File: config.mk
export PLATFORM = sky130hd
export DESIGN_NAME = rename_nw
export DESIGN_NICKNAME = d
export VERILOG_FILES = /design/src/rtl/rename_nw.sv
export SDC_FILE = /design/constraint.sdc
export NUM_CORES = 2
export LEC_CHECK = 0
export CAP_MARGIN = 20
export CELL_PAD_IN_SITES_DETAIL_PLACEMENT = 0
export CELL_PAD_IN_SITES_GLOBAL_PLACEMENT = 2
export CORE_MARGIN = 2
export CORE_UTILIZATION = 42
export DETAILED_ROUTE_END_ITERATION = 8
export HOLD_SLACK_MARGIN = 0.15
export PLACE_DENSITY = 0.87
export SETUP_SLACK_MARGIN = 0.02
export SLEW_MARGIN = 10
export SYNTH_ARGS = -nofsm -noshare
export SYNTH_HDL_FRONTEND = slang
export SYNTH_SLANG_ARGS = --single-unit
File: constraint.sdc
create_clock -name clk -period 7.7 [get_ports clk]
set_input_delay 1.925 -clock clk [delete_from_list [all_inputs] [get_ports clk]]
set_output_delay 1.925 -clock clk [all_outputs]
set_load 0.1 [all_outputs]
File: src/rtl/rename_nw.sv
// Register-rename stage: spec/retire RATs plus circular free list, WIDTH lanes in, COMMIT_W frees.
// Latency 1 (registered output); whole-group accept, stalls on output backpressure or too few free regs.
// Optional stall counters under RENAME_PERF_EN.
module rename_nw #(
  parameter int WIDTH       = 2,
  parameter int COMMIT_W    = 2,
  parameter int N_ARCH_REGS = 32,
  parameter int N_PHYS_REGS = 64,
  localparam int AREG_W   = $clog2(N_ARCH_REGS),
  localparam int PREG_W   = $clog2(N_PHYS_REGS),
  localparam int FL_DEPTH = N_PHYS_REGS - N_ARCH_REGS,
  localparam int CNT_W    = $clog2(FL_DEPTH + 1)
) (
  input  logic                       clk,
  input  logic                       rst_n,
  input  logic                       flush_i,
  input  logic [WIDTH-1:0]           in_valid_i,
  output logic                       in_ready_o,
  input  logic [WIDTH*AREG_W-1:0]    in_rs1_i,
  input  logic [WIDTH*AREG_W-1:0]    in_rs2_i,
  input  logic [WIDTH*AREG_W-1:0]    in_rd_i,
  input  logic [WIDTH-1:0]           in_rd_used_i,
  output logic [WIDTH-1:0]           out_valid_o,
  input  logic                       out_ready_i,
  output logic [WIDTH*PREG_W-1:0]    out_prs1_o,
  output logic [WIDTH*PREG_W-1:0]    out_prs2_o,
  output logic [WIDTH*PREG_W-1:0]    out_prd_o,
  output logic [WIDTH*PREG_W-1:0]    out_old_prd_o,
  output logic [WIDTH-1:0]           out_rd_used_o,
  input  logic [COMMIT_W-1:0]        commit_valid_i,
  input  logic [COMMIT_W-1:0]        commit_rd_used_i,
  input  logic [COMMIT_W*AREG_W-1:0] commit_rd_i,
  input  logic [COMMIT_W*PREG_W-1:0] commit_prd_i,
  input  logic [COMMIT_W*PREG_W-1:0] commit_old_prd_i,
  output logic [CNT_W-1:0]           fl_count_o,
  output logic [31:0]                perf_stall_fl_o,
  output logic [31:0]                perf_stall_bp_o
);
  localparam int FL_W = (FL_DEPTH > 1) ? $clog2(FL_DEPTH) : 1;

  logic [PREG_W-1:0] spec_rat   [N_ARCH_REGS];
  logic [PREG_W-1:0] retire_rat [N_ARCH_REGS];
  logic [PREG_W-1:0] retire_nxt [N_ARCH_REGS];
  logic [PREG_W-1:0] fl         [FL_DEPTH];
  // retire_head would advance exactly like tail (one step per freed reg), so tail serves as both.
  logic [FL_W-1:0]   head, tail, tail_nxt;
  logic [CNT_W-1:0]  count, n_alloc, n_free;

  logic [WIDTH-1:0]  eff;
  logic [PREG_W-1:0] r_prd [WIDTH];
  logic [PREG_W-1:0] r_old [WIDTH];
  logic [PREG_W-1:0] r_ps1 [WIDTH];
  logic [PREG_W-1:0] r_ps2 [WIDTH];
  logic [COMMIT_W-1:0] ceff;
  logic [FL_W-1:0]     push_idx [COMMIT_W];
  logic out_busy, accept;

  function automatic logic [FL_W-1:0] fl_add(input logic [FL_W-1:0] p, input logic [CNT_W-1:0] n);
    logic [CNT_W:0] s;
    s = (CNT_W+1)'(p) + (CNT_W+1)'(n);
    if (s >= (CNT_W+1)'(FL_DEPTH)) s = s - (CNT_W+1)'(FL_DEPTH);
    return s[FL_W-1:0];
  endfunction

  // spec_rat[0] stays 0 forever (x0 is never written), so x0 sources need no special case.
  always_comb begin
    eff     = '0;
    n_alloc = '0;
    for (int j = 0; j < WIDTH; j++) begin
      r_prd[j] = '0;
      r_old[j] = '0;
      r_ps1[j] = '0;
      r_ps2[j] = '0;
      if (in_valid_i[j]) begin
        r_ps1[j] = spec_rat[in_rs1_i[j*AREG_W +: AREG_W]];
        r_ps2[j] = spec_rat[in_rs2_i[j*AREG_W +: AREG_W]];
        r_old[j] = spec_rat[in_rd_i[j*AREG_W +: AREG_W]];
        for (int i = 0; i < j; i++) begin
          if (eff[i]) begin
            if (in_rd_i[i*AREG_W +: AREG_W] == in_rs1_i[j*AREG_W +: AREG_W]) r_ps1[j] = r_prd[i];
            if (in_rd_i[i*AREG_W +: AREG_W] == in_rs2_i[j*AREG_W +: AREG_W]) r_ps2[j] = r_prd[i];
            if (in_rd_i[i*AREG_W +: AREG_W] == in_rd_i[j*AREG_W +: AREG_W])  r_old[j] = r_prd[i];
          end
        end
        if (in_rd_used_i[j] && in_rd_i[j*AREG_W +: AREG_W] != '0) begin
          eff[j]   = 1'b1;
          r_prd[j] = fl[fl_add(head, n_alloc)];
          n_alloc  = n_alloc + CNT_W'(1);
        end else begin
          r_old[j] = '0;
        end
      end
    end
  end

  always_comb begin
    retire_nxt = retire_rat;
    n_free     = '0;
    ceff       = '0;
    for (int k = 0; k < COMMIT_W; k++) begin
      push_idx[k] = fl_add(tail, n_free);
      if (commit_valid_i[k] && commit_rd_used_i[k] && commit_rd_i[k*AREG_W +: AREG_W] != '0) begin
        ceff[k] = 1'b1;
        retire_nxt[commit_rd_i[k*AREG_W +: AREG_W]] = commit_prd_i[k*PREG_W +: PREG_W];
        n_free = n_free + CNT_W'(1);
      end
    end
  end

  assign out_busy   = (|out_valid_o) && !out_ready_i;
  assign in_ready_o = !flush_i && !out_busy && (count >= n_alloc);
  assign accept     = (|in_valid_i) && in_ready_o;
  assign tail_nxt   = fl_add(tail, n_free);
  assign fl_count_o = count;

  always_ff @(posedge clk or negedge rst_n) begin
    if (!rst_n) begin
      for (int i = 0; i < N_ARCH_REGS; i++) begin
        spec_rat[i]   <= PREG_W'(i);
        retire_rat[i] <= PREG_W'(i);
      end
      for (int s = 0; s < FL_DEPTH; s++) fl[s] <= PREG_W'(N_ARCH_REGS + s);
      head  <= '0;
      tail  <= '0;
      count <= CNT_W'(FL_DEPTH);
    end else begin
      retire_rat <= retire_nxt;
      tail       <= tail_nxt;
      for (int k = 0; k < COMMIT_W; k++)
        if (ceff[k]) fl[push_idx[k]] <= commit_old_prd_i[k*PREG_W +: PREG_W];
      if (flush_i) begin
        spec_rat <= retire_nxt;
        head     <= tail_nxt;
        count    <= CNT_W'(FL_DEPTH);
      end else begin
        if (accept) begin
          for (int j = 0; j < WIDTH; j++)
            if (eff[j]) spec_rat[in_rd_i[j*AREG_W +: AREG_W]] <= r_prd[j];
          head <= fl_add(head, n_alloc);
        end
        count <= count - (accept ? n_alloc : CNT_W'(0)) + n_free;
      end
    end
  end

  always_ff @(posedge clk or negedge rst_n) begin
    if (!rst_n) begin
      out_valid_o   <= '0;
      out_rd_used_o <= '0;
      out_prs1_o    <= '0;
      out_prs2_o    <= '0;
      out_prd_o     <= '0;
      out_old_prd_o <= '0;
    end else if (!flush_i && accept) begin
      out_valid_o   <= in_valid_i;
      out_rd_used_o <= eff;
      for (int j = 0; j < WIDTH; j++) begin
        out_prs1_o[j*PREG_W +: PREG_W]    <= r_ps1[j];
        out_prs2_o[j*PREG_W +: PREG_W]    <= r_ps2[j];
        out_prd_o[j*PREG_W +: PREG_W]     <= r_prd[j];
        out_old_prd_o[j*PREG_W +: PREG_W] <= r_old[j];
      end
    end else if (flush_i || out_ready_i) begin
      out_valid_o   <= '0;
      out_rd_used_o <= '0;
      out_prs1_o    <= '0;
      out_prs2_o    <= '0;
      out_prd_o     <= '0;
      out_old_prd_o <= '0;
    end
  end

`ifdef RENAME_PERF_EN
  logic [31:0] stall_fl, stall_bp;
  logic        in_pending;
  assign in_pending = (|in_valid_i) && !flush_i;

  always_ff @(posedge clk or negedge rst_n) begin
    if (!rst_n) begin
      stall_fl <= '0;
      stall_bp <= '0;
    end else begin
      if (in_pending && out_busy && stall_bp != '1) stall_bp <= stall_bp + 32'd1;
      if (in_pending && !out_busy && count < n_alloc && stall_fl != '1) stall_fl <= stall_fl + 32'd1;
    end
  end
  assign perf_stall_fl_o = stall_fl;
  assign perf_stall_bp_o = stall_bp;
`else
  assign perf_stall_fl_o = '0;
  assign perf_stall_bp_o = '0;
`endif
endmodule
# Word level (Yosys, flattened, before mapping)
# Index checks and enable logic that the tools add are counted.
# totals
elab_cells	292
reg_bits	644
out_inout_bits	123
# op_classes
n_reduce_logical	29
n_eq_ne	3
n_addsub	14
mux	104
magnitude_cmp	25
n_bitwise	12
# ops
cell	n
$mux 192	10
$bwmux 192	6
$mux 6	46
$bmux 6 s5	8
$demux 6 s5	6
$ge 6x6->1 const B	13
$not 5->6	12
$mux 12	5
$mux 5	12
$lt 6x1->1 const B	6
$sub 5x1->5 const B	6
$add 5x6->7	3
$ge 7x6->1 const B	3
$reduce_bool 5->1	4
$logic_and 1x1->1	17
$eq 5x5->1	3
$add 6x1->6 const B	2
$ge 5x6->1 const B	2
$mux 1	8
$add 5x1->6	1
$add 6x6->6	1
$ge 6x6->1	1
$mux 2	3
$sub 6x6->6	1
other kinds (4)	8

# Logic depth before layout (Yosys ltp)
# depth
ltp_word	19
ltp_mapped	24
mapped_depth_nobuf	20

# Worst setup path before layout
# No wires, ideal clock.
# synth_path
path_kind	input port to output port
startpoint	in in_rd_i[2]
endpoint	out in_ready_o
arrival_ps	5465
path_buffers	4
stages	15
slack_ps	310
t_required_ps	5775
cell_sequence	buf_2 or3_1 clkbuf_1 o21ai_2 inv_1 ha_1 nand2_1 o21ai_0 ha_1 nor2b_1 o221ai_1 nand2_1 inv_1 clkbuf_1 clkbuf_1
# synth_via
elab_chain_cells	9
# synth_lines
element	line_no	rtl
start: declaration	21	input logic [WIDTH*AREG_W-1:0] in_rd_i,
$reduce_bool 5->1 *	85	if (in_rd_used_i[j] && in_rd_i[j*AREG_W +: AREG_W] != '0) begin
$logic_and 1x1->1 *	85	
$mux 1 *	85	
$mux 6 *	74	if (in_valid_i[j]) begin
$add 6x1->6	88	n_alloc = n_alloc + CNT_W'(1);
$mux 6	85	
$mux 6 *	74	
$ge 6x6->1 *	111	assign in_ready_o = !flush_i && !out_busy && (count >= n_alloc);
$logic_and 1x1->1 *	111	
end: declaration	18	output logic in_ready_o,
# Mark *: on every way between the ends. The rest lies on a longest branch, timed or not.

# Worst setup path in the final report
# layout_path
startpoint	in in_rd_i[4]
endpoint	out in_ready_o
# The elaborated chain is that of the path after synthesis.

==> impl_metrics.tcl <==
set metrics [dict create \
    drive_gt1_share_pct 26.15 \
    cp-start-kind "primary input" \
    routed_via_density 7.131 \
    violations "DRC" \
    synth_edf_count 0 \
    cts_made_buffers 75 \
    grt_first_pass_wirelength_um 285200 \
    finalCriticalPeriod_ns 7.182 \
    holdBufCountCts 0 \
    finalSetupTns_ns 0 \
    synth_ff_type "dfrtp_1" \
    p_seq_share_pct 33.4 \
    syn_avg_cell_area_um2 10.72 \
    path_max_fanout 8 \
    top_level_ports 199 \
    antenna_found_initial 3 \
    gp_congestion 1.069 \
    yosys_warnings 0 \
    arrival_ns 5.26 \
    swShare_pct 47.11 \
    postRouteAntennaNets 0 \
    finalHoldViolCount 0 \
    grt_pass1_vias 37971 \
    finalSetupViolations 0 \
    r2r-start "head[1]" \
    dpl.hpwl_um 136300 \
    cts.sinks 644 \
    p_leak_nw 18.77 \
    die_width_um 333.4 \
    row_count 120 \
    status "finished, violations left" \
    first_pass_iters 9 \
    cpPeakStageDelay_ns 0.60 \
    n_fill_cell 10019 \
    clock_latency_ns 0.68 \
    crit_path_end_kind "primary output" \
    ys_types 92 \
    cts_buffer_depth 3 \
    min_delay_path_depth 0 \
    seq_area_mm2 0.01646 \
    wire_per_inst_um 35.43 \
    crit_slowest_cell "or3_1" \
    start_util_pct 42.44 \
    hp-class "flip-flop to flip-flop" \
    multi_input_area_mm2 0.02677 \
    final_nets 4245 \
    synth_cells 4250 \
    p_switching_mw 9.014 \
    grt_usage_pct 35.22 \
    syn_to_final_growth_pct 9.670 \
    dpl-instance-area_mm2 0.04732 \
    maxSlewHeadroom_pct 16.93 \
    dieArea_mm2 0.1111 \
    worstRegToRegCells 7 \
    port_buffers 134 \
    wl_um 198800 \
    r2r-end "spec_rat[115]" \
    p_clk_share_pct 20.0 \
    ctsResizeCount 0 \
    clock_skew_ns 0.04087 \
    drv_cap 0 \
    rsz0062_at_grt "no" \
    tritoncts "yes" \
    path_class "primary input to primary output" \
    fp.dieH_um 333.4 \
    finalCritPeriodShare_pct 93.27 \
    hp-start "retire_rat[191]" \
    rrSetupSlack_ns 3.45 \
    cts_htree_levels 3 \
    holdWs_ns 0.3707 \
    drtIter0Drc 6725 \
    slew_viol_final 0 \
    ys_ff_latch 644 \
    share_comb_of_total_power_pct 46.7 \
    cts_root_buffer "clkbuf_16" \
    ir_worst_vdd_v 0.0004690 \
    grt_max_degree 133 \
    intPower_mw 10.12 \
    async_reset_ff_share_pct 100.0 \
    clk_pin_slew_worst_paths_ns 0.06 \
    fmax_ghz 0.1392 \
    grt_overflow 0 \
    num_vias 40017 \
    coreArea_mm2 0.1074 \
    syn-cell-area_mm2 0.04556 \
    postCtsSetupBuffers 0 \
    worstMarginPinSlew_ns 1.239 \
    synth_seq_area_share_pct 36.12 \
    drc 3 \
    whs_endpoint "retire_rat[191]" \
    p_per_area_mw_per_mm2 382.9 \
    critical_path.cell_chain "clkdlybuf4s50_1 > or3_1 > o21ai_2 > inv_1 > ha_1 > nand2_1 > o21ai_0 > ha_1 > nor2b_1 > o221ai_1 > buf_4 > nand2_1 > inv_2 > buf_12" \
    fin_area_mm2 0.04996 \
    required_ns 5.78 \
]
## synthesized netlist by cell type (all sizes together) (43+ instances only)
cell type	n	area (µm²)
a21oi	176	884.6
a222oi	89	890.9
a22oi	169	1279
buf	235	1548
clkbuf	261	980.9
dfrtp	371	9284
dfstp	273	7173
mux2	107	1205
mux2i	300	3003
mux4	395	8904
nand2	385	1445
nand3	116	608.1
nand4	43	299.0
nor2	276	1039
nor3	54	290.3
o211ai	98	735.7
o21ai	345	1730
o22ai	52	325.3
## placed cells by master (no fill, tap or decap), types with 33 or more instances in the layout
cell type          n
a21oi_1          175
a222oi_1          89
a22oi_1          167
a2bb2oi_1         37
a31oi_1           39
and3_1            35
buf_4            106
clkbuf_16         75
clkdlybuf4s50_1  117
conb_1            64
dfrtp_1          370
dfstp_2          273
inv_1             33
mux2_2           107
mux2i_1          300
mux4_2           393
nand2_1          384
nand3_1          112
nand4_1           41
nor2_1           274
nor3_1            49
nor4_1            37
o211ai_1          98
o21ai_0          286
o21ai_1           58
o22ai_1           48
## power groups by stage
stage | clock (mW) | combinational [mW] | sequential (mW)
floorplan | 0 | 5.58 | 5.74
global placement | 0 | 8.50 | 6.22
detailed placement | 0 | 8.56 | 6.28
CTS | 3.85 | 8.59 | 6.24
global route | 3.98 | 9.13 | 6.41
finish | 3.82 | 8.93 | 6.39
## cell families after synthesis
| logic type | Yosys count | share of synthesized area, % |
|---|---|---|
| compound gates | 1120 | 16.32 |
| simple gates | 1097 | 11.56 |
| mux | 802 | 28.78 |
| flops | 644 | 36.12 |
| buf+inv | 533 | 5.855 |
| xor+xnor | 28 | 0.5960 |
| fa+ha+maj | 25 | 0.7525 |
| other cells | 1 | 0.008231 |
## worst max-delay path: cells and delay by family
family / cells / cell delay [ns]
AOI/OAI and AO/OA: 3 / 0.65
adders and majority gates: 2 / 0.61
buffers and inverters: 5 / 1.22
and+or+nand+nor: 4 / 0.83
## layout make-up
| cell class | count | share of cell area [%] |
|---|---|---|
| Antenna cell | 3 | 0.01503 |
| Multi-Input combinational cell | 3136 | 53.57 |
| Clock inverter | 33 | 0.8990 |
| Sequential cell | 644 | 32.95 |
| Tap cell | 1403 | 3.513 |
| Timing Repair Buffer | 250 | 4.490 |
| Inverter | 37 | 0.2780 |
| Clock buffer | 106 | 4.290 |
## sequential cells by signal, summed over array words and instances (netlist names)
name           cells
fl               192
fl_count_o         6
head               5
out_old_prd_o     12
out_prd_o         12
out_prs1_o        12
out_prs2_o        12
out_rd_used_o      2
out_valid_o        2
retire_rat       192
spec_rat         192
tail               5
## per-layer routing
| metal | track usage, % | share of wire [%] | up-vias |
|---|---|---|---|
| li1 | - | - | 16247 |
| met1 | 42.81 | 35 | 19785 |
| met2 | 53.05 | 43 | 3215 |
| met3 | 10.66 | 12 | 768 |
| met4 | 25.76 | 9.8 | 2 |
| met5 | 0 | 0.0055 | - |
## stage by stage
step	worst slack (ns)	utilization (%)	power [mW]	std cells
6_report	0.5180	46.54	19.13	5612
5_1_grt	0.4286	46.54	19.52	5610
4_1_cts	0.6419	46.50	18.67	5602
3_5_place_dp	0.6613	44.08	14.84	5463
3_3_place_gp	0.6209	44.04	14.71	5459
2_1_floorplan	0.3105	-	11.32	4313
## how the worst max path moves through the flow
stage | end | start | slack, ns | cells after the start
final | in_ready_o | in_rd_i[4] | 0.52 | 14
after global routing | in_ready_o | in_rd_i[4] | 0.43 | 14
after CTS | in_ready_o | in_rd_i[4] | 0.64 | 14
after detailed placement | in_ready_o | in_rd_i[4] | 0.66 | 14
after global placement | in_ready_o | in_rd_i[4] | 0.62 | 14
after floorplan | in_ready_o | in_rd_i[2] | 0.31 | 15
(Power assumes the default switching activity.)
